--- src/rtl/qmult_seq_if.sv ---
// qmult_seq_if: operand/result handshake bundle for the qmult_seq multiplier.
// Rev 1.0
`default_nettype none

interface qmult_seq_if #(
  parameter int N = 32
);
  logic         i_start;
  logic [N-1:0] i_multiplicand;
  logic [N-1:0] i_multiplier;
  logic         i_clr_sticky;
  logic         o_busy;
  logic         o_complete;
  logic [N-1:0] o_result;
  logic         o_ovr;
  logic         o_ovr_sticky;

  modport master (
    output i_start, i_multiplicand, i_multiplier, i_clr_sticky,
    input  o_busy, o_complete, o_result, o_ovr, o_ovr_sticky
  );

  modport slave (
    input  i_start, i_multiplicand, i_multiplier, i_clr_sticky,
    output o_busy, o_complete, o_result, o_ovr, o_ovr_sticky
  );
endinterface

`default_nettype wire

--- src/rtl/qmult_seq.sv ---
// qmult_seq: iterative shift-add sign-magnitude Q-format multiplier.
// Define QMULT_SAT_EN to saturate the magnitude on overflow. Rev 1.0
`default_nettype none

module qmult_seq #(
  parameter int Q = 15,
  parameter int N = 32
) (
  input  logic      i_clk,
  input  logic      i_rst,
  qmult_seq_if.slave bus
);
  localparam int M  = N - 1;
  localparam int PW = 2 * M;
  localparam int CW = $clog2(N);

  typedef enum logic [1:0] {
    IDLE = 2'd0,
    RUN  = 2'd1,
    DONE = 2'd2
  } state_t;

  state_t          state;
  state_t          state_next;
  logic            load;
  logic            step;
  logic            finish;

  logic [CW-1:0]   count;
  logic [PW-1:0]   acc;
  logic [PW-1:0]   mcand;
  logic [M-1:0]    mplier;
  logic            sign;

  logic            complete;
  logic [N-1:0]    result;
  logic            ovr;
  logic            sticky;

  logic            prod_ovr;
  logic [M-1:0]    mag_trunc;
  logic [M-1:0]    mag;
  logic            res_sign;

  always_ff @(posedge i_clk) begin
    if (i_rst) begin
      state <= IDLE;
    end else begin
      state <= state_next;
    end
  end

  always_comb begin
    state_next = state;
    load       = 1'b0;
    step       = 1'b0;
    finish     = 1'b0;
    case (state)
      IDLE: begin
        if (bus.i_start) begin
          load       = 1'b1;
          state_next = RUN;
        end
      end
      RUN: begin
        step = 1'b1;
        if (count == CW'(1)) begin
          state_next = DONE;
        end
      end
      DONE: begin
        finish     = 1'b1;
        state_next = IDLE;
      end
      default: state_next = IDLE;
    endcase
  end

  // Accumulator holds the full 2(N-1)-bit magnitude product once RUN ends.
  assign prod_ovr  = |(acc >> (Q + M));
  assign mag_trunc = acc[Q +: M];

`ifdef QMULT_SAT_EN
  assign mag = prod_ovr ? {M{1'b1}} : mag_trunc;
`else
  assign mag = mag_trunc;
`endif

  // A zero magnitude never carries a negative sign.
  assign res_sign = sign & (|mag);

  always_ff @(posedge i_clk) begin
    if (i_rst) begin
      count    <= '0;
      acc      <= '0;
      mcand    <= '0;
      mplier   <= '0;
      sign     <= 1'b0;
      complete <= 1'b0;
      result   <= '0;
      ovr      <= 1'b0;
      sticky   <= 1'b0;
    end else begin
      if (load) begin
        acc    <= '0;
        mcand  <= PW'(bus.i_multiplicand[M-1:0]);
        mplier <= bus.i_multiplier[M-1:0];
        sign   <= bus.i_multiplicand[N-1] ^ bus.i_multiplier[N-1];
        count  <= CW'(M);
      end else if (step) begin
        if (mplier[0]) begin
          acc <= acc + mcand;
        end
        mcand  <= mcand << 1;
        mplier <= mplier >> 1;
        count  <= count - CW'(1);
      end

      complete <= finish;
      if (finish) begin
        result <= {res_sign, mag};
        ovr    <= prod_ovr;
      end

      if (bus.i_clr_sticky) begin
        sticky <= 1'b0;
      end else if (finish && prod_ovr) begin
        sticky <= 1'b1;
      end
    end
  end

  assign bus.o_busy       = (state == RUN);
  assign bus.o_complete   = complete;
  assign bus.o_result     = result;
  assign bus.o_ovr        = ovr;
  assign bus.o_ovr_sticky = sticky;

endmodule

`default_nettype wire

--- src/flat_wrapper.sv ---
// flat-port wrapper written by rule: the top's interface ports become plain ports
module qmult_seq_flat 
#(
  parameter int Q = 15,
  parameter int N = 32
)
  (i_clk, i_rst, bus_i_start, bus_i_multiplicand, bus_i_multiplier, bus_i_clr_sticky, bus_o_busy, bus_o_complete, bus_o_result, bus_o_ovr, bus_o_ovr_sticky);
  qmult_seq_if #(.N(N)) bus_i ();
  input  logic i_clk;
  input  logic i_rst;
  input wire logic [$bits(bus_i.i_start)-1:0] bus_i_start;
  input wire logic [$bits(bus_i.i_multiplicand)-1:0] bus_i_multiplicand;
  input wire logic [$bits(bus_i.i_multiplier)-1:0] bus_i_multiplier;
  input wire logic [$bits(bus_i.i_clr_sticky)-1:0] bus_i_clr_sticky;
  output wire logic [$bits(bus_i.o_busy)-1:0] bus_o_busy;
  output wire logic [$bits(bus_i.o_complete)-1:0] bus_o_complete;
  output wire logic [$bits(bus_i.o_result)-1:0] bus_o_result;
  output wire logic [$bits(bus_i.o_ovr)-1:0] bus_o_ovr;
  output wire logic [$bits(bus_i.o_ovr_sticky)-1:0] bus_o_ovr_sticky;
  assign bus_i.i_start = bus_i_start;
  assign bus_i.i_multiplicand = bus_i_multiplicand;
  assign bus_i.i_multiplier = bus_i_multiplier;
  assign bus_i.i_clr_sticky = bus_i_clr_sticky;
  assign bus_o_busy = bus_i.o_busy;
  assign bus_o_complete = bus_i.o_complete;
  assign bus_o_result = bus_i.o_result;
  assign bus_o_ovr = bus_i.o_ovr;
  assign bus_o_ovr_sticky = bus_i.o_ovr_sticky;
  qmult_seq #(.Q(Q), .N(N)) u_core (.i_clk(i_clk), .i_rst(i_rst), .bus(bus_i));
endmodule
--- config.mk ---
export PLATFORM = sky130hd
export DESIGN_NAME = qmult_seq_flat
export DESIGN_NICKNAME = d
export VERILOG_FILES = /design/src/rtl/qmult_seq_if.sv /design/src/rtl/qmult_seq.sv /design/src/flat_wrapper.sv
export SDC_FILE = /design/constraint.sdc
export NUM_CORES = 1
export LEC_CHECK = 0
export ABC_CLOCK_PERIOD_IN_PS = 5800
export CAP_MARGIN = 20
export CORE_ASPECT_RATIO = 0.9
export CORE_MARGIN = 3
export CORE_UTILIZATION = 48
export CTS_CLUSTER_SIZE = 16
export DETAILED_ROUTE_END_ITERATION = 8
export DONT_BUFFER_PORTS = 1
export PLACE_DENSITY = 0.61
export SLEW_MARGIN = 15
export SYNTH_ARGS = -nofsm -noshare
export SYNTH_HDL_FRONTEND = slang
export SYNTH_SLANG_ARGS = --single-unit
--- constraint.sdc ---
create_clock -name i_clk -period 5.8 [get_ports i_clk]
set_input_delay 1.16 -clock i_clk [delete_from_list [all_inputs] [get_ports i_clk]]
set_output_delay 1.16 -clock i_clk [all_outputs]
set_load 0.03 [all_outputs]
==> flow_summary.toml, run 1 <==
[sta]
finalCritPeriodShare_pct = 56.6
max_freq_mhz = 305
fin_hold_ws_ns = 0.458
timing_hold_violations_final = 0
setup_viol = 0
final_max_slew_viol_count = 0
slew_headroom_pct = 29.7
worst_slew_pin_slew_ns = 1.06
setup_tns_ns = 0
period_minus_slack_ns = 3.28
skew_ns = 0.0104
rsz0062_at_grt = "no"

[floorplan]
initial_utilization_pct = 49.1
pin_count = 104
rows = 51
die_area_um2 = 24000
die_h_um = 147
core-area_um2 = 21700
die_x_um = 163

[clock_tree]
h-tree-depth = 4
cts_setup_buffers = 0
cts_root_buf = "clkbuf_16"
clock_sinks = 198
clkTransAtPathRegs_ns = 0.08
tritoncts = "yes"
numCtsBuffers = 17
clock_latency_ns = 0.44
cts_resized = 0
clock_path_buffers = 2
ctsHoldBuffers = 0

[synthesis]
seq_area_frac_synth_pct = 37.2
yosys_warnings = 0
synth_compound_area_share_pct = 26.4
ys_types = 69
synth_top_family_by_area = "compound AO/OA/AOI/OAI gates"
yosys_register_bits = 198
yosysTopAreaCell = "dfxtp_1"
yosysMostFrequentCell = "nand2_1"
synthTopCellsByCount = "327 x nand2_1, 238 x a21oi_1, 198 x dfxtp_1, 63 x ha_1, 61 x a22oi_1"
synthArstFlopShare_pct = 0
ys.flop_type = "dfxtp_1"
synth-xor-area-share_pct = 5.18
synthMuxAreaShare_pct = 0
synth_edf_count = 0
synthTopCellsByArea = "dfxtp_1 37%, nand2_1 12%, a21oi_1 11%"
syn-instance-count = 1365
yosys.area_share.simple_pct = 19.4
netlist_area_um2 = 10600
synthAdderAreaFrac_pct = 7.59
synth.net_count = 1497
yosys.area.top_type_share_pct = 37.2
avgSynthCellArea_um2 = 7.80

[global_routing]
grt_max_degree = 108
grt_pass1_wl_mm = 46.0
grt_usage_pct = 23.4
grt_pass1_vias = 8724
grt-ovfl-total = 0
grt_antenna_before_repair = 1

[critical_path]
path_class = "flip-flop to flip-flop"
reg2reg_slack_ns = 2.52
cp-end-kind = "flip-flop"
cp_max_fo = 3
crit_path_end = "u_core.acc[58]$_SDFFE_PP0P_"
critPathLaunch = "u_core.mcand[0]$_SDFFE_PP0P_"
r2r_cells = 12
arrival_ns = 3.59
r2r-end = "u_core.acc[58]$_SDFFE_PP0P_"
worstReg2RegStart = "u_core.mcand[0]$_SDFFE_PP0P_"
crit_required_ns = 6.10
critPathLaunchType = "flip-flop"

[drt]
wl_mm = 27.7
viasPerCell = 5.81
dr.first_iter.drc_count = 786
vias = 9348
ant_nets = 0
dr.pass1.iters = 5
wire_per_inst_um = 17.2
drc = 0

[worst_hold_path]
hp-class = "flip-flop to flip-flop"
min_path_cells = 2
hold_path_startpoint = "u_core.mplier[29]$_SDFFE_PP0P_"

[layout]
seq_area_um2 = 3960
post-route-util_pct = 51.9
fill_cells = 2132
instances_no_fill = 1610
syn_to_final_growth_pct = 5.78
multi_input_area_um2 = 6250
drive_gt1_share_pct = 5.08
nets = 1437

[placed_design]
io_buffers = 0
hpwlAfterDp_mm = 19.1
gp_routability_congestion = 0.905
place_inst = 1577

[job]
maxCapViolCount = 0

[power]
leakagePower_nw = 4.28
power_density_nw_per_um2 = 252
ir_worst_vdd_v = 0.000137

[run_status]
status = "complete, no violations"
==> routing by layer <==
| metal | part of all wire, % | vias to the layer above | global-route usage (%) |
|---|---|---|---|
| met5 | 0 | - | 0 |
| met4 | 1.1 | 0 | 5.75 |
| met3 | 6.1 | 20 | 5.24 |
| met2 | 43 | 223 | 35.1 |
| met1 | 50 | 4373 | 34.0 |
| li1 | - | 4732 | - |
==> cell type report <==
cell class              instances  area share [%]
multi-input cells            1069            55.5
well taps                     291            3.23
diodes                          1          0.0222
flip-flops and latches        198            35.2
clock inverters                14            1.14
repair buffers                  8           0.533
clock buffers                  18            3.90
inverters                      11           0.433
==> placed cells by master, fill, tap and decap left out, types with 4 or more instances in the layout <==
cell type  netlist  layout
dfxtp_1        198     198
clkbuf_16        0      17
a21o_1          36      36
nor3_1          10      10
ha_1            63      63
nor4_1          14      14
o21ai_0         43      43
a22oi_1         61      61
o21a_1           8       8
o21ai_1         15      15
nand2b_1         7       6
nand3_1         17      17
a31oi_1         11      11
o21bai_1         9       9
nor2_1          43      41
nand4_1         19      19
xor2_1          29      29
inv_1           10      10
nand2_1        327     327
a211oi_1        10      10
and3_1           4       4
nor2b_1          7       6
buf_4            6       8
o211ai_1         5       5
inv_6            0       7
xnor2_1         34      34
or3_1            6       6
a21oi_1        238     238
o22ai_1          4       4
==> logic make-up (layout without fill, tap and decap cells) <==
logic type / Yosys count / count (layout)
buffers and inverters: 98 / 51
adder cells (fa/ha/maj): 64 / 64
other: 0 / 1
flip-flops: 198 / 198
AND/OR/NAND/NOR: 475 / 475
AO/OA/AOI/OAI: 467 / 467
XOR/XNOR: 63 / 63
==> sequential cells by signal, summed over array words and instances (netlist names) <==
signal	cells
u_core.bus.o_complete	1
u_core.bus.o_result	32
u_core.acc	62
u_core.sign	1
u_core.count	5
u_core.state	2
u_core.bus.o_ovr	1
u_core.bus.o_ovr_sticky	1
u_core.mcand	62
u_core.mplier	31
==> metrics by stage <==
stage               power (mW)  setup slack (ns)  cell area [µm²]
floorplan                 1.65              3.09            10600
global placement          1.70              2.55            10700
detailed placement        1.70              2.48            10700
CTS                       2.86              2.53            11300
global route              2.95              2.37            11300
finish                    2.83              2.52            11300
==> power breakdown <==
group | switching [mW] | internal [mW]
sequential | 0.0322 | 1.40
clock | 0.588 | 0.581
combinational | 0.162 | 0.0718
==> how the worst min path moves through the flow <==
stage	slack, ns	end
2_1_floorplan	0.44	u_core.acc[11]$_SDFFE_PP0P_
3_3_place_gp	0.44	u_core.mplier[5]$_SDFFE_PP0P_
3_5_place_dp	0.44	u_core.mplier[27]$_SDFFE_PP0P_
4_1_cts	0.45	u_core.mplier[27]$_SDFFE_PP0P_
5_1_grt	0.47	u_core.acc[8]$_SDFFE_PP0P_
6_report	0.46	u_core.mplier[29]$_SDFFE_PP0P_
==> critical path: stages, from the launching register on <==
cell and delay (ns):
dfxtp_1 0.34, ha_1 0.23, fa_1 0.40, a21o_1 0.22
nand4_1 0.13, a211oi_1 0.12, o2111ai_1 0.37, a21oi_1 0.18
nand3b_1 0.32, a41o_1 0.37, a31oi_1 0.23, xor2_1 0.17
o21ai_1 0.07
(Power assumes the default switching activity.)
==> run 2: changes to the inputs <==
Settings changed: ABC_CLOCK_PERIOD_IN_PS 5800 to 3050.
Clock period 5.8 ns to 3.05 ns, I/O delays scaled along.
==> run 2 against run 1 <==
Maximum frequency rose by 13%. Sequential power is 90% higher. Sequential cell count unchanged. Total power grew 92%. Worst hold slack lost 0.23 ns. Cell count rose by 1.2%. Die area unchanged. Clock skew is 0.0010 ns higher. Critical path depth unchanged. Highest routed layer unchanged.
==> flow_summary.toml, run 2 (same netlist as run 1, synthesis figures left out) <==
[layout]
layout_commonest_cell = "nand2_1"
final_cell_mix = "327 x nand2_1, 235 x a21oi_1, 198 x dfxtp_1, 61 x a22oi_1, 61 x ha_1"
fill_cells = 2154
syn_to_final_growth_pct = 8.00
post-route-util_pct = 53.0
nets = 1458
instances_no_fill = 1629
n_antenna_cell = 0
drive_gt1_share_pct = 7.17
multi_input_area_um2 = 6320
seq_area_um2 = 3960

[sta]
skew_ns = 0.0114
max_freq_mhz = 345
slew_headroom_pct = 43.0
rsz0062_at_grt = "no"
period_minus_slack_ns = 2.90
setup_tns_ns = 0
timing_hold_violations_final = 0
final_max_slew_viol_count = 0
worst_slew_pin_slew_ns = 0.856
setup_viol = 0
finalCritPeriodShare_pct = 95.0

[critical_path]
critPathLaunchType = "flip-flop"
worstReg2RegStart = "u_core.mcand[0]$_SDFFE_PP0P_"
r2r-end = "u_core.acc[58]$_SDFFE_PP0P_"
cp_max_fo = 3
critPathLaunch = "u_core.mcand[0]$_SDFFE_PP0P_"
path_class = "flip-flop to flip-flop"
cp-end-kind = "flip-flop"
crit_path_end = "u_core.acc[58]$_SDFFE_PP0P_"
arrival_ns = 3.22
r2r_cells = 12
reg2reg_slack_ns = 0.15
crit_required_ns = 3.38

[drt]
drc = 0
dr.pass1.iters = 5
ant_nets = 0
dr.first_iter.drc_count = 696
wl_mm = 28.9
wire_per_inst_um = 17.8
viasPerCell = 5.80
vias = 9450

[global_routing]
grt_usage_pct = 24.0
grt_pass1_vias = 8869
grt-ovfl-total = 0
grt_max_degree = 108
grt_antenna_before_repair = 0
grt_pass1_wl_mm = 47.1

[floorplan]
initial_utilization_pct = 49.1
die_area_um2 = 24000
die_h_um = 147
rows = 51
core-area_um2 = 21700
pin_count = 104
die_x_um = 163

[power]
totalPowerFinal_mw = 5.43
leakagePower_nw = 4.42
power_density_nw_per_um2 = 472
ir_worst_vdd_v = 0.000309

[placed_design]
gp_routability_congestion = 0.926
hpwlAfterDp_mm = 20.3
place_inst = 1596
io_buffers = 0

[worst_hold_path]
hp-class = "primary input to flip-flop"

[clock_tree]
tritoncts = "yes"
numCtsBuffers = 17
clkTransAtPathRegs_ns = 0.08
clock_path_buffers = 2
cts_root_buf = "clkbuf_16"
ctsHoldBuffers = 0
clock_latency_ns = 0.44
clock_sinks = 198
h-tree-depth = 4

[run_status]
status = "complete, no violations"

[job]
maxCapViolCount = 0
## run 2: worst min path at each step
stage	to	slack [ns]	depth (start not counted)	from
detailed placement	u_core.mplier[29]$_SDFFE_PP0P_	0.44	2	u_core.mplier[29]$_SDFFE_PP0P_
CTS	u_core.mplier[24]$_SDFFE_PP0P_	0.22	1	i_rst
global route	u_core.bus.o_ovr_sticky$_SDFFE_PP0P_	0.22	1	bus_i_clr_sticky
floorplan	u_core.acc[11]$_SDFFE_PP0P_	0.44	2	u_core.acc[11]$_SDFFE_PP0P_
finish	u_core.mplier[24]$_SDFFE_PP0P_	0.23	1	i_rst
global placement	u_core.mplier[10]$_SDFFE_PP0P_	0.44	2	u_core.mplier[10]$_SDFFE_PP0P_
## run 2: where the power goes
group	switching [mW]	internal (mW)
Sequential	0.0622	2.66
Combinational	0.321	0.146
Clock	1.14	1.10
Total	1.53	3.90
## run 2: stage by stage
step                      setup WS [ns]  instance area [µm²]  hold WS (ns)
final                             0.152                11500         0.227
after CTS                        0.0148                11400         0.220
after global routing            0.00571                11500         0.223
after detailed placement         0.0446                10800         0.442
after global placement            0.175                10800         0.439
after floorplan                   0.442                10600         0.436
## run 2: repair_timing
| item | 4_1_cts | 5_1_grt |
|---|---|---|
| buffers inserted | 0 | 2 |
| endpoints found under the hold margin | 0 | 0 |
| gates resized for setup | 0 | 15 |
| endpoints found under the setup margin | 0 | 13 |
## run 2: final cells by class
class	instances	area share, %
multi-input cells	1069	54.9
well taps	291	3.17
repair buffers	29	1.89
inverters	11	0.424
flip-flops and latches	198	34.5
clock inverters	14	1.39
clock buffers	17	3.70
## run 2: worst max-delay path: stages (launching register included)
cell,delay (ns)
dfxtp_1,0.33
ha_1,0.22
fa_1,0.40
a21o_1,0.21
nand4_1,0.13
a211oi_1,0.13
o2111ai_2,0.28
a21oi_2,0.11
nand3b_1,0.21
a41o_1,0.30
a31oi_1,0.20
xor2_1,0.18
o21ai_1,0.08
## run 2: per-layer routing
layer  part of all wire (%)  GRT usage, %  vias up
li1                       -             -     4760
met1                     49          35.1     4437
met2                     43          36.3      233
met3                    6.3          5.13       20
met4                    1.3          5.54        0
met5                      0             0        -
